[config.mk]
export PLATFORM = sky130hd
export DESIGN_NAME = fetch_unit_flat
export DESIGN_NICKNAME = d
export VERILOG_FILES = /design/src/rtl/fetch_unit_if.sv /design/src/rtl/fetch_unit.sv /design/src/flat_wrapper.sv
export SDC_FILE = /design/constraint.sdc
export NUM_CORES = 1
export LEC_CHECK = 0
export ABC_AREA = 1
export BUFFER_PORTS_ARGS = -buffer_cell sky130_fd_sc_hd__buf_2
export CORE_MARGIN = 4
export CORE_UTILIZATION = 50
export DETAILED_ROUTE_END_ITERATION = 7
export GPL_TIMING_DRIVEN = 0
export PLACE_DENSITY = 0.77
export SLEW_MARGIN = 40
export SYNTH_ARGS = -nofsm -noshare
export SYNTH_HDL_FRONTEND = slang
export SYNTH_SLANG_ARGS = --single-unit
[constraint.sdc]
create_clock -name clk -period 2.1 [get_ports clk]
set_input_delay 0.63 -clock clk [delete_from_list [all_inputs] [get_ports clk]]
set_output_delay 0.63 -clock clk [all_outputs]
set_load 0.005 [all_outputs]
[src/rtl/fetch_unit_if.sv]
// rtl/fetch_unit_if.sv - instruction memory request/ready port
//
// Purpose: groups the fetch-side instruction memory handshake.
// Signals:
//   imem_req   - fetch request (driven by the fetch unit)
//   imem_addr  - word-aligned fetch address, stable while imem_req is high
//   imem_ready - completion; a request completes when imem_req && imem_ready
//   imem_rdata - instruction word, valid in the completion cycle
// Modports:
//   master - the fetch unit (drives req/addr)
//   slave  - the instruction memory (drives ready/rdata)

interface fetch_unit_if;
  logic        imem_req;
  logic [31:0] imem_addr;
  logic        imem_ready;
  logic [31:0] imem_rdata;

  modport master (
    output imem_req,
    output imem_addr,
    input  imem_ready,
    input  imem_rdata
  );

  modport slave (
    input  imem_req,
    input  imem_addr,
    output imem_ready,
    output imem_rdata
  );
endinterface

[src/rtl/fetch_unit.sv]
// rtl/fetch_unit.sv - instruction fetch stage feeding the IF/ID register
//
// Purpose: owns the PC, fetches over the imem port, buffers a fetched word
// while the pipeline is stalled, redirects on taken branches and inserts
// bubbles whenever no valid instruction is available.
// Ports:
//   clk             - rising-edge clock
//   reset           - asynchronous, active-low reset
//   stall           - hazard stall: hold IF/ID and PC
//   branch_taken    - taken branch/jump from ID (ignored while stalled)
//   branch_target   - redirect address, low two bits forced to zero
//   imem            - fetch_unit_if.master memory port
//   instruction_out - word presented to IF/ID
//   pc_plus4        - PC+4 of the word on instruction_out
//   IF_ID_Write     - load IF/ID this edge
//   IF_Flush        - clear IF/ID this edge (bubble)

module fetch_unit #(
  parameter logic [31:0] RESET_PC = 32'h0
) (
  input  logic         clk,
  input  logic         reset,
  input  logic         stall,
  input  logic         branch_taken,
  input  logic [31:0]  branch_target,
  fetch_unit_if.master imem,
  output logic [31:0]  instruction_out,
  output logic [31:0]  pc_plus4,
  output logic         IF_ID_Write,
  output logic         IF_Flush
);

  typedef enum logic [1:0] {
    IDLE  = 2'd0,
    FETCH = 2'd1,
    HOLD  = 2'd2,
    DRAIN = 2'd3
  } state_t;

  state_t      state_q, state_d;
  logic [31:0] pc_q, pc_d;
  logic [31:0] buf_instr_q, buf_instr_d;
  logic [31:0] buf_pc4_q, buf_pc4_d;
  logic [31:0] redirect_pc_q, redirect_pc_d;

  logic [31:0] pc_inc;
  logic [31:0] target_aligned;
  logic        branch_go;

  assign pc_inc         = pc_q + 32'd4;
  assign target_aligned = branch_target & 32'hFFFF_FFFC;
  assign branch_go      = branch_taken && !stall;

  // The address is always the PC; the PC only moves on a completion or
  // outside a request, so it is stable for the life of a request.
  assign imem.imem_addr = pc_q;

  always_ff @(posedge clk or negedge reset) begin
    if (!reset) begin
      state_q       <= IDLE;
      pc_q          <= RESET_PC;
      buf_instr_q   <= 32'h0;
      buf_pc4_q     <= 32'h0;
      redirect_pc_q <= 32'h0;
    end else begin
      state_q       <= state_d;
      pc_q          <= pc_d;
      buf_instr_q   <= buf_instr_d;
      buf_pc4_q     <= buf_pc4_d;
      redirect_pc_q <= redirect_pc_d;
    end
  end

  always_comb begin
    state_d         = state_q;
    pc_d            = pc_q;
    buf_instr_d     = buf_instr_q;
    buf_pc4_d       = buf_pc4_q;
    redirect_pc_d   = redirect_pc_q;
    imem.imem_req   = 1'b0;
    instruction_out = 32'h0;
    pc_plus4        = 32'h0;
    IF_ID_Write     = 1'b0;
    IF_Flush        = 1'b0;

    case (state_q)
      IDLE: begin
        state_d = FETCH;
      end

      FETCH: begin
        imem.imem_req   = 1'b1;
        instruction_out = imem.imem_rdata;
        pc_plus4        = pc_inc;
        if (branch_go) begin
          IF_Flush = 1'b1;
          if (imem.imem_ready) begin
            // Wrong-path word arrives now: drop it and redirect directly.
            pc_d = target_aligned;
          end else begin
            // The request cannot be withdrawn; finish it in DRAIN first.
            redirect_pc_d = target_aligned;
            state_d       = DRAIN;
          end
        end else if (imem.imem_ready) begin
          pc_d = pc_inc;
          if (stall) begin
            buf_instr_d = imem.imem_rdata;
            buf_pc4_d   = pc_inc;
            state_d     = HOLD;
          end else begin
            IF_ID_Write = 1'b1;
          end
        end else begin
          // Wait cycle: bubble unless IF/ID is being held by a stall.
          IF_Flush = !stall;
        end
      end

      HOLD: begin
        instruction_out = buf_instr_q;
        pc_plus4        = buf_pc4_q;
        if (!stall) begin
          state_d = FETCH;
          if (branch_taken) begin
            IF_Flush = 1'b1;
            pc_d     = target_aligned;
          end else begin
            IF_ID_Write = 1'b1;
          end
        end
      end

      DRAIN: begin
        imem.imem_req   = 1'b1;
        instruction_out = imem.imem_rdata;
        pc_plus4        = pc_inc;
        IF_Flush        = !stall;
        if (imem.imem_ready) begin
          pc_d    = redirect_pc_q;
          state_d = FETCH;
        end
      end

      default: begin
        state_d = IDLE;
      end
    endcase
  end

endmodule
[src/flat_wrapper.sv]
// flat-port wrapper written by rule: the top's interface ports become plain ports
module fetch_unit_flat 
#(
  parameter logic [31:0] RESET_PC = 32'h0
)
  (clk, reset, stall, branch_taken, branch_target, instruction_out, pc_plus4, IF_ID_Write, IF_Flush, imem_imem_req, imem_imem_addr, imem_imem_ready, imem_imem_rdata);
  fetch_unit_if imem_i ();
  input  logic clk;
  input  logic reset;
  input  logic stall;
  input  logic branch_taken;
  input  logic [31:0] branch_target;
  output logic [31:0] instruction_out;
  output logic [31:0] pc_plus4;
  output logic IF_ID_Write;
  output logic IF_Flush;
  output wire logic [$bits(imem_i.imem_req)-1:0] imem_imem_req;
  output wire logic [$bits(imem_i.imem_addr)-1:0] imem_imem_addr;
  input wire logic [$bits(imem_i.imem_ready)-1:0] imem_imem_ready;
  input wire logic [$bits(imem_i.imem_rdata)-1:0] imem_imem_rdata;
  assign imem_imem_req = imem_i.imem_req;
  assign imem_imem_addr = imem_i.imem_addr;
  assign imem_i.imem_ready = imem_imem_ready;
  assign imem_i.imem_rdata = imem_imem_rdata;
  fetch_unit #(.RESET_PC(RESET_PC)) u_core (.clk(clk), .reset(reset), .stall(stall), .branch_taken(branch_taken), .branch_target(branch_target), .imem(imem_i), .instruction_out(instruction_out), .pc_plus4(pc_plus4), .IF_ID_Write(IF_ID_Write), .IF_Flush(IF_Flush));
endmodule
# Yosys cells after proc, flatten, opt, wreduce, memory -nomap -nowiden

Index checks and enable logic that the tools add are counted.

Output and inout bits: 99
Register bits: 128

Reduce and logical (&&, ||, !) cells: 9
Multiplexer cells: 28
Bitwise gates (word level): 2
$add $sub $neg: 1
Equal/unequal tests: 10

Operator list:

| operator                | count |
|---|---|
| $mux W32                | 6 |
| $pmux W32 S2            | 2 |
| $pmux W32 S3            | 1 |
| $add A32 B3 Y32 const B | 1 |
| $mux W2                 | 6 |
| $mux W1                 | 10 |
| $reduce_and A5 Y1       | 2 |
| $ne A2 B2 Y1 const B    | 4 |
| $pmux W2 S4             | 1 |
| $ne A3 B2 Y1 const B    | 2 |
| $eq A2 B2 Y1 const B    | 2 |
| $reduce_and A4 Y1       | 1 |
| $ne A3 B3 Y1 const B    | 1 |
| $pmux W1 S3             | 1 |
| $reduce_and A3 Y1       | 1 |
| $reduce_bool A3 Y1      | 1 |
| $eq A2 B1 Y1 const B    | 1 |
| $logic_not A2 Y1        | 1 |
| $not A1 Y1              | 2 |
| $pmux W1 S2             | 1 |
| $reduce_or A2 Y1        | 1 |
| $logic_and A1 B1 Y1     | 1 |
| $logic_not A1 Y1        | 1 |

# Longest topological paths before layout

Depth after elaboration: 4
Mapped depth: 10
Depth with buffers taken out: 10

# Least setup slack after synthesis

OpenSTA, ideal clock, no wires.

Path type: register to output
Start point: register u_core.state_q[1]
End point: output instruction_out[24]
Arrival time: 1.443 ns
Required time: 1.470 ns
Cell stages (with the launch flop): 8
Path slack: 0.027 ns
Path through: dfrtp_1 inv_1 ha_1 inv_2 nand2_1 clkbuf_1 nand2_1 a21oi_1

Longest elaborated chain between the ends: 3
Elaborated cells between the ends (all ways): 5
Classes of those cells: eq/ne (3); mux (1); reduce/logical (1)

RTL lines:

| item                                         | line               | text |
|---|---|---|
| from (decl)                                  | fetch_unit.sv:40   | `state_t state_q, state_d;` |
| from (signal assigned)                       | fetch_unit.sv:66   | `state_q <= state_d;` |
| $eq A2 B1 Y1 or $eq A2 B2 Y1 (tied branches) | fetch_unit.sv:86   | `case (state_q)` |
| $reduce_or A2 Y1 (no source line)            | --                 |  |
| $pmux W32 S2 (*)                             | fetch_unit.sv:86   |  |
| to (decl)                                    | flat_wrapper.sv:13 | `output logic [31:0] instruction_out;` |

Every way passes the cells marked *; elsewhere a longest branch is shown, timed or not.

# Final worst setup path

Start point: register u_core.pc_q[2] (netlist: u_core.imem.imem_addr[2])
End point: output pc_plus4[24]

Longest elaborated chain between the ends: 2

RTL lines:

| item                   | line               | text |
|---|---|---|
| from (decl)            | fetch_unit.sv:41   | `logic [31:0] pc_q, pc_d;` |
| from (signal assigned) | fetch_unit.sv:67   | `pc_q <= pc_d;` |
| $add A32 B3 Y32        | fetch_unit.sv:50   | `assign pc_inc = pc_q + 32'd4;` |
| $pmux W32 S2           | fetch_unit.sv:86   |  |
| to (decl)              | flat_wrapper.sv:14 | `output logic [31:0] pc_plus4;` |

Every way passes these cells.

==> flow_metrics.tcl <==
set metrics [dict create \
    diodes 0 \
    slowest_delay_ns 0.43 \
    setup-tns-final_ns -32.84 \
    worstSkewPairLatency_ns 0.42 \
    synth.cell_area_mm2 0.00762 \
    grt_pass1_wl_um 43600 \
    fin_skew_ns 0.00694 \
    cts_max_path_buffers 2 \
    ios 168 \
    finalSetupViolCount 65 \
    ant_nets 0 \
    hold_viol 0 \
    total_power_mw 18.5 \
    crit_chain "ha_4 -> nand2_4 -> nor2_4 -> nand2_2 -> nor2_4 -> nand3_2 -> nand2_2 -> nand2_2 -> a21oi_2 -> buf_2" \
    grtUsageMet2_pct 48.5 \
    die-area_mm2 0.0173 \
    cpMaxStageDelayCell "dfrtp_2" \
    p_leak_nw 5.62 \
    die_h_um 131 \
    syn_to_final_growth_pct 43.2 \
    clk_pin_slew_ns 0.06 \
    ir_worst_vdd_mv 0.854 \
    overflow 0 \
    drtPass1Iterations 5 \
    drc 0 \
    final_net_count 1489 \
    antenna_found_initial 0 \
    cts_max_level 4 \
    max_freq_mhz 359 \
    power.density_mw_per_mm2 1700 \
    grt_max_degree 70 \
    slew_headroom_pct 62.0 \
    path_common_cell "nand2_2" \
    row_count 44 \
    fin_crit_sh_pct 133 \
    grtUsageMet1_pct 41.8 \
    port_buffers 161 \
    layout-drive-gt1-share_pct 35.2 \
    route.final.wire_length_um 28600 \
    worst_pin_slew_ns 0.570 \
    initial_core_util_pct 51.6 \
    cts_tree "yes" \
    avgSynthCellArea_um2 6.56 \
    post_drt_wl_per_cell_um 17.8 \
    core_mm2 0.0148 \
    endpoint_kind "output port" \
    drt_first_iter_violations 1063 \
    rsz0062_at_grt "true" \
    crit_fanout 5 \
    busiest_layer "met2" \
    synth_seq_cells 124 \
    dp_hpwl_um 18300 \
    crit_type "reg -> out" \
    start_kind "register" \
    hold_buffers 0 \
    globalRouteTotalUtil_pct 30.8 \
    critPathRequiredTime_ns 1.47 \
    synth_warnings 0 \
    fp.dieW_um 131 \
    ys_seq_area_share_pct 40.7 \
    synth_cell_type_count 33 \
    maxCapViolCount 0 \
    hold_class "in -> async" \
    cts_root_buffer "clkbuf_16" \
    grt.met3_usage_pct 5.47 \
    violations "setup timing" \
    dp_slack_ns -0.539 \
    cp.arrival_ns 2.15 \
    route.vias.total 9143 \
    outcome "complete, but fails checks" \
    avgViaCountPerCell 5.68 \
    numClockSinks 124 \
    cts_buffers 17 \
    finalMaxSlewViolations 0 \
    syn_inst 1161 \
    layout_setup_ws_ns -0.684 \
    grt_pass1_vias 8504 \
    place.gp.congestion 0.954 \
    period_minus_slack_ns 2.78 \
]
[placed cells by master (no fill, tap or decap), drive strengths merged]
cell type  Yosys  routed
a211oi         1       1
a21oi         85      85
a22oi         10      10
a41oi          1       1
and2           2       2
buf           24     261
bufinv         0       2
clkbuf        40      53
clkinv         0       8
clkinvlp       0       3
conb           1       4
dfrtp        124     124
ha             6       6
inv           99      99
nand2        497     497
nand3         58      58
nand3b         1       1
nand4          1       1
nor2          92      92
nor3           2       2
o211ai         2       2
o21ai        101     101
o21bai         5       5
o31ai          1       1
xnor2          3       3
xor2           5       5
[worst paths after layout]
path	start	slack, ns	endpoint	cells past startpoint
max	u_core.imem.imem_addr[2]$_DFFE_PN0P_	-0.68	pc_plus4[24]	10
min in group clk	imem_imem_rdata[14]	0.42	u_core.buf_instr_q[14]$_DFFE_PN0P_	3
min	reset	0.13	u_core.buf_pc4_q[19]$_DFFE_PN0P_	1
min reg2reg	u_core.buf_instr_q[15]$_DFFE_PN0P_	0.47	u_core.buf_instr_q[15]$_DFFE_PN0P_	2
max reg2reg	u_core.state_q[0]$_DFFE_PN0P_	0.04	u_core.imem.imem_addr[3]$_DFFE_PN0P_	9
max in group asynchronous	reset	1.24	u_core.imem.imem_addr[2]$_DFFE_PN0P_	2
[registers in the layout, summed over array words and instances (netlist names)]
name and flops:
u_core.redirect_pc_q 30, u_core.state_q 2, u_core.buf_pc4_q 30, u_core.imem.imem_addr 30, u_core.buf_instr_q 32
[worst max-delay path, delay by kind of cell (launching register included)]
family	cells	cell delay, ns
adders and majority gates	1	0.19
DFF	1	0.43
buffers and inverters	1	0.13
and+or+nand+nor	7	0.85
AOI/OAI and AO/OA	1	0.14
[per-layer routing]
metal / vias up / share of wire (%) / wire length (µm)
li1: 4160 / - / -
met1: 4190 / 39 / 11100
met2: 652 / 46 / 13100
met3: 141 / 10 / 2960
met4: 0 / 4.8 / 1380
met5: - / 0 / 0
[area by class of cell]
| class | count | area (µm²) |
|---|---|---|
| clock buffers | 19 | 443 |
| fillers | 1071 | 3840 |
| plain buffers | 58 | 420 |
| clock inverters | 13 | 141 |
| well taps | 184 | 230 |
| multi-input cells | 877 | 4620 |
| repair buffers | 237 | 1550 |
| flip-flops and latches | 124 | 3120 |
| inverters | 99 | 389 |
[power by group]
group | leakage [nW] | total (mW) | internal, mW | switching (mW)
Combinational | 3.84 | 10.9 | 4.61 | 6.34
Sequential | 1.49 | 4.67 | 3.61 | 1.06
Clock | 0.280 | 2.93 | 1.78 | 1.15
[cells by family after synthesis]
logic type	after synthesis	share of synthesized area [%]
DFF	124	40.7
xor gates and xnor gates	8	0.920
other	1	0.0492
AOI/OAI and AO/OA	206	14.2
and+or+nand+nor	653	34.4
buffers and inverters	163	8.77
adders and majority gates	6	0.985
[synth_stat cells]
library cell	instances	area, µm²
o21bai_1	5	37.5
nand2_2	3	18.8
buf_1	1	3.75
nor2_2	6	37.5
a211oi_1	1	7.51
xnor2_1	3	26.3
nor2_4	5	56.3
o21ai_0	100	500
o31ai_1	1	7.51
buf_2	15	75.1
nand2_1	492	1850
nor3_1	1	5.00
a22oi_1	10	75.1
conb_1	1	3.75
a41oi_1	1	8.76
ha_1	6	75.1
inv_1	94	353
a21oi_1	85	425
dfrtp_1	124	3100
inv_2	5	18.8
nand3b_1	1	7.51
o211ai_1	2	15.0
nand2_4	2	22.5
nor3_2	1	10.0
nor2_1	81	304
buf_4	6	45.0
nand3_1	58	290
clkbuf_1	40	150
and2_1	2	12.5
buf_6	2	22.5
o21ai_1	1	5.00
xor2_1	5	43.8
nand4_1	1	6.26
[per-stage QoR]
step | hold slack (ns) | cell area (µm²) | instances | util [%]
finish | 0.130 | 10900 | 1611 | 74.0
global route | 0.159 | 10900 | 1611 | 74.0
CTS | 0.143 | 10400 | 1583 | 70.2
detailed placement | 0.458 | 8700 | 1510 | 59.0
global placement | 0.454 | 8670 | 1509 | 58.7
floorplan | 0.334 | 7630 | 1164 | -
[repair_timing]
item	CTS	global route
resized for setup	205	119
cloned	4	1
setup buffers	38	36
pin swaps	32	42
hold endpoints to repair	0	0
setup endpoints to repair	134	142
No activity file was read; power rests on OpenSTA's default activity.
